**src/rtl/serial_adder_if.sv**
```systemverilog
// ----------------------------------------------------------------------------
// serial_adder_if
// Request/result bundle for the bit-serial adder/subtractor.
//   start  : request, sampled only while busy=0
//   sub    : 0 = a + b + cin, 1 = a - b (sampled with start)
//   cin    : carry-in for add, ignored for subtract (sampled with start)
//   a, b   : operands (sampled with start)
//   busy   : high while bits are being processed
//   done   : one-cycle pulse when sum/cout/ovf have just been updated
//   sum    : result, held until the next completion
//   cout   : carry out of the MSB (for subtract, 1 = no borrow)
//   ovf    : two's-complement overflow
// master = requester side, slave = the adder itself.
// ----------------------------------------------------------------------------
interface serial_adder_if #(
    parameter int WIDTH = 8
);
    logic             start;
    logic             sub;
    logic             cin;
    logic [WIDTH-1:0] a;
    logic [WIDTH-1:0] b;
    logic             busy;
    logic             done;
    logic [WIDTH-1:0] sum;
    logic             cout;
    logic             ovf;

    modport master (
        output start, sub, cin, a, b,
        input  busy, done, sum, cout, ovf
    );

    modport slave (
        input  start, sub, cin, a, b,
        output busy, done, sum, cout, ovf
    );
endinterface

```
**src/rtl/serial_adder.sv**
```systemverilog
// ----------------------------------------------------------------------------
// serial_adder
// Bit-serial adder/subtractor: operands are captured on an accepted start,
// then one full-adder step per clock runs LSB first through a single carry
// flip-flop. After WIDTH steps the result, carry-out and signed overflow are
// registered and done pulses for one cycle.
//   clk  : rising-edge clock
//   rst  : asynchronous, active-high reset
//   bus  : serial_adder_if.slave (start/sub/cin/a/b in, busy/done/sum/cout/ovf out)
// Parameter WIDTH: operand/result width, 1..32.
// ----------------------------------------------------------------------------
module serial_adder #(
    parameter int WIDTH = 8
) (
    input  logic           clk,
    input  logic           rst,
    serial_adder_if.slave  bus
);

    // Counter must be at least one bit wide so WIDTH=1 still elaborates.
    localparam int CNT_W = (WIDTH > 1) ? $clog2(WIDTH) : 1;
    localparam logic [CNT_W-1:0] LAST_BIT = CNT_W'(WIDTH - 1);

    typedef enum logic [1:0] {
        IDLE = 2'd0,
        RUN  = 2'd1,
        DONE = 2'd2
    } state_e;

    state_e           state_q;
    logic [WIDTH-1:0] a_q;      // operand A shift register
    logic [WIDTH-1:0] b_q;      // operand B (inverted for subtract) shift register
    logic             c_q;      // running carry
    logic [CNT_W-1:0] cnt_q;    // index of the bit processed on the next edge
    logic [WIDTH-1:0] res_q;    // partial result, filled from the MSB end
    logic [WIDTH-1:0] sum_q;
    logic             cout_q;
    logic             ovf_q;

    logic             s_d;      // sum bit of the current step
    logic             c_d;      // carry out of the current step
    logic [WIDTH-1:0] res_d;    // result register after shifting s_d in

    // NOTE: every signal assigned in always_comb gets a default first, so no
    // path can leave it unassigned and infer a latch.
    always_comb begin
        s_d   = a_q[0] ^ b_q[0] ^ c_q;
        c_d   = (a_q[0] & b_q[0]) | (a_q[0] & c_q) | (b_q[0] & c_q);
        res_d = res_q >> 1;
        res_d[WIDTH-1] = s_d;
    end

    // NOTE: all state is updated with non-blocking assignments so every
    // register samples the pre-edge values, independent of statement order.
    always_ff @(posedge clk or posedge rst) begin
        if (rst) begin
            state_q <= IDLE;
            a_q     <= '0;
            b_q     <= '0;
            c_q     <= 1'b0;
            cnt_q   <= '0;
            res_q   <= '0;
            sum_q   <= '0;
            cout_q  <= 1'b0;
            ovf_q   <= 1'b0;
        end else begin
            case (state_q)
                IDLE, DONE: begin
                    if (bus.start) begin
                        // Subtract is a + ~b + 1: invert B and preset carry.
                        a_q     <= bus.a;
                        b_q     <= bus.sub ? ~bus.b : bus.b;
                        c_q     <= bus.sub | bus.cin;
                        cnt_q   <= '0;
                        state_q <= RUN;
                    end else begin
                        state_q <= IDLE;
                    end
                end
                RUN: begin
                    a_q   <= a_q >> 1;
                    b_q   <= b_q >> 1;
                    c_q   <= c_d;
                    res_q <= res_d;
                    cnt_q <= cnt_q + 1'b1;
                    if (cnt_q == LAST_BIT) begin
                        // c_q is still the carry into the MSB at this point.
                        sum_q   <= res_d;
                        cout_q  <= c_d;
                        ovf_q   <= c_q ^ c_d;
                        state_q <= DONE;
                    end
                end
                default: state_q <= IDLE;
            endcase
        end
    end

    assign bus.busy = (state_q == RUN);
    assign bus.done = (state_q == DONE);
    assign bus.sum  = sum_q;
    assign bus.cout = cout_q;
    assign bus.ovf  = ovf_q;

endmodule

```
**src/flat_wrapper.sv**
```systemverilog
// flat-port wrapper written by rule: the top's interface ports become plain ports
module serial_adder_flat 
#(
    parameter int WIDTH = 8
)
  (clk, rst, bus_start, bus_sub, bus_cin, bus_a, bus_b, bus_busy, bus_done, bus_sum, bus_cout, bus_ovf);
  serial_adder_if #(.WIDTH(WIDTH)) bus_i ();
  input  logic clk;
  input  logic rst;
  input wire logic [$bits(bus_i.start)-1:0] bus_start;
  input wire logic [$bits(bus_i.sub)-1:0] bus_sub;
  input wire logic [$bits(bus_i.cin)-1:0] bus_cin;
  input wire logic [$bits(bus_i.a)-1:0] bus_a;
  input wire logic [$bits(bus_i.b)-1:0] bus_b;
  output wire logic [$bits(bus_i.busy)-1:0] bus_busy;
  output wire logic [$bits(bus_i.done)-1:0] bus_done;
  output wire logic [$bits(bus_i.sum)-1:0] bus_sum;
  output wire logic [$bits(bus_i.cout)-1:0] bus_cout;
  output wire logic [$bits(bus_i.ovf)-1:0] bus_ovf;
  assign bus_i.start = bus_start;
  assign bus_i.sub = bus_sub;
  assign bus_i.cin = bus_cin;
  assign bus_i.a = bus_a;
  assign bus_i.b = bus_b;
  assign bus_busy = bus_i.busy;
  assign bus_done = bus_i.done;
  assign bus_sum = bus_i.sum;
  assign bus_cout = bus_i.cout;
  assign bus_ovf = bus_i.ovf;
  serial_adder #(.WIDTH(WIDTH)) u_core (.clk(clk), .rst(rst), .bus(bus_i));
endmodule
```
**config.mk**
```make
export PLATFORM = sky130hd
export DESIGN_NAME = serial_adder_flat
export DESIGN_NICKNAME = d
export VERILOG_FILES = /design/src/rtl/serial_adder_if.sv /design/src/rtl/serial_adder.sv /design/src/flat_wrapper.sv
export SDC_FILE = /design/constraint.sdc
export NUM_CORES = 1
export LEC_CHECK = 0
export ABC_AREA = 1
export CORE_AREA = 2 2 82 100
export CTS_CLUSTER_SIZE = 28
export DETAILED_ROUTE_END_ITERATION = 16
export DIE_AREA = 0 0 84 102
export PLACE_DENSITY = 0.47
export SKIP_LAST_GASP = 1
export SLEW_MARGIN = 20
export SYNTH_ARGS = -nofsm -noshare
export SYNTH_HDL_FRONTEND = slang
export SYNTH_SLANG_ARGS = --single-unit
```
**constraint.sdc**
```tcl
create_clock -name clk -period 2.7 [get_ports clk]
set_input_delay 0.81 -clock clk [delete_from_list [all_inputs] [get_ports clk]]
set_output_delay 0.81 -clock clk [all_outputs]
set_load 0.01 [all_outputs]
```
==> out/summary.txt <==
relative max-transition margin: 0.663
NetSw: 947 uW
Final Max Slew Viols: 0
gate count after technology mapping: 231
Non-Filler Instances: 358
routability cong.: 0.698
Top Family by Delay on Critical Path: buffers and inverters
initial drt markers: 69
I/O pins: 33
Critical path origin: u_core.state_q[0]
Filler cells: 829
Lkg Pwr: 0.00122 uW
worst vdd ir: 0.361 mV
Die Footprint: 8570 um^2
post-route cell area: 2370 um^2
Post-Syn Area: 1860 um^2
CTS tree: done
Final #Nets: 289
vias per cell: 4.13
mux cell area share after synthesis: 0
grt ovf: 0
Site Rows: 35
hold wc startpoint: u_core.a_q[7]
met2 WL: 1820 um
Slew @ Worst Pin: 0.505 ns
R2R Path Start: u_core.cnt_q[0]
met3 wire len: 118 um
Max Clk Rate: 424 MHz
dpl cells: 350
initial antenna violation count: 0
PwrDens: 1070 nW/um^2
CP arrival: 1.55 ns
R2R depth: 6
vias in the first global route: 1499
clock root cell: clkbuf_8
crit share post-route: 0.874
global-route usage over all layers: 0.101
syn nets: 255
Fin. Hold Viols: 0
WP depth: 3
post-synthesis compound-gate area fraction: 0.00806
Clock Latency Late Sink: 0.30 ns
post-CTS setup buffer count: 0
share of post-route cells with drive strength above 1: 0.0752
max incr delay on CP: 0.54 ns
cell at the slowest stage of the critical path: clkdlybuf4s50_1
Core Box Area: 7580 um^2
Final min period: 2.36 ns
WS Path Type: reg2out
worst path buffer plus inverter count: 2
most frequent cells in the layout: 108 x nand2_1, 39 x dfrtp_1, 37 x nand3_1
uppermost layer routed: met4
min-delay worst type: reg2reg
Clock Power Share: 0.192
final count of negative-setup-slack endpoints: 0
Fin Setup TNS: 0 ns
Layout Area Growth over Synthesis: 27.1%
Critical Path RT: 1.89 ns
Pre-antenna DRT Iters: 4
height of the die: 102 um
worst hold slack: 0.474 ns
Starting Density: 0.246
placed inst area: 2250 um^2
Post-Synth Simple-Gate Area: 0.357
status: finished clean
Pint: 1580 uW
register area share after synthesis: 0.524
Worst setup EP type: output port
die width: 84 um
Post-Syn Area per Cell: 8.06 um^2
synthesis-stage register bit count: 39
Max FO, Critical Path: 10
largest net degree at the start of global routing: 40
# DRC: 0
HPWL Detailed: 2660 um
WL final: 3770 um
crit path cell chain: buf_4, nor2_1, clkdlybuf4s50_1
max-cap violation count: 0
via count: 1477
main combinational cell family by area after synthesis: simple AND/OR/NAND/NOR gates
Num CTS Buffers: 5
Port-buffer cells: 32
clock sinks: 39
hold depth: 2
register clock-pin slew on the reported worst setup and hold paths: 0.08 ns
post-cts repair resize count: 0
Worst setup SP type: flip-flop
CTS Hold Bufs: 0
post-synthesis xor/xnor area fraction: 0.00470
Longest Clk Path Bufs: 2
Sw Ratio: 0.375
post-synth cell types: 20
first-pass GRT wire length: 6840 um
Synth Area in Adders: 0.0242
Setup Skew: 0.0118 ns
Combinational Power Share: 0.408
Antenna diodes: 0
commonest non-fill, non-tap cell in the layout: nand2_1
RSZ-0062 raised after global routing: false
per-cell routed wire length: 10.5 um
Met1 Wirelength: 1750 um
ANT nets after route: 0
synth warn: 0
H-tree depth: 2
sequential power share: 0.401
-- cells in the mapped netlist --
master,instances,area (um^2)
nand3_1,37,185
ha_1,2,25.0
nor2_4,1,11.3
inv_1,18,67.6
buf_6,4,45.0
nand2_1,108,405
nand2_2,1,6.26
dfrtp_1,39,976
nor2_2,1,6.26
nor2_1,5,18.8
buf_4,2,15.0
nand2_4,1,11.3
inv_2,3,11.3
nand2_8,1,20.0
xor2_1,1,8.76
buf_2,2,10.0
o21ai_0,2,10.0
fa_1,1,20.0
clkbuf_1,1,3.75
a21oi_1,1,5.00
-- worst paths after layout --
kind / to / slack, ns
hold reg to reg: u_core.a_q[7] / 0.47
min in group asynchronous: u_core.cnt_q[2] / 0.95
setup reg to reg: u_core.bus.ovf / 1.38
hold / removal: u_core.a_q[7] / 0.47
max in group asynchronous: u_core.cnt_q[0] / 1.40
setup / recovery: bus_done / 0.34
-- power groups by stage --
stage | Clock (uW) | Combinational, uW | Sequential [uW]
after floorplan | 0 | 742 | 1030
final | 485 | 1030 | 1010
after detailed placement | 0 | 1060 | 1030
after CTS | 504 | 1060 | 1020
after global routing | 529 | 1200 | 1050
after global placement | 0 | 1040 | 1030
-- kinds of logic (layout without fill, tap and decap cells) --
logic type / count (synthesis) / after routing
XOR/XNOR: 1 / 1
buffers and inverters: 30 / 65
AO/OA/AOI/OAI: 3 / 3
flip-flops: 39 / 39
adder cells (fa/ha/maj): 3 / 3
AND/OR/NAND/NOR: 155 / 155
-- per-stage QoR --
stage                     utilization  power (uW)  setup WS (ns)
after floorplan                     -        1770           1.00
after global placement          0.297        2070          0.619
after detailed placement        0.297        2090          0.576
after CTS                       0.312        2580          0.305
after global routing            0.312        2780          0.278
final                           0.312        2530          0.341
-- state kept, by name, summed over array words and instances, names as in the netlist --
register	cells
u_core.bus.sum	8
u_core.bus.ovf	1
u_core.c_q	1
u_core.res_q	7
u_core.state_q	2
u_core.b_q	8
u_core.bus.cout	1
u_core.cnt_q	3
u_core.a_q	8
-- layout make-up --
type	count	area [um^2]	area share
clock buffer	5	68.8	0.0291
multi-input combinational	162	733	0.310
sequential	39	976	0.412
inverter	21	78.8	0.0333
tap	92	115	0.0487
timing repair buffer	36	350	0.148
clock inverter	3	43.8	0.0185
-- worst reg2reg max path: stages (launching register included) --
cell,delay [ns]
dfrtp_1,0.38
ha_1,0.16
ha_1,0.23
inv_1,0.09
nor2_4,0.25
nand2_1,0.10
nand2_1,0.06
-- metal layers --
metal / vias up / GRT usage
li1: 778 / -
met1: 667 / 0.122
met2: 24 / 0.172
met3: 8 / 0.0194
met4: 0 / 0.0521
met5: - / 0
(Power assumes the default switching activity.)
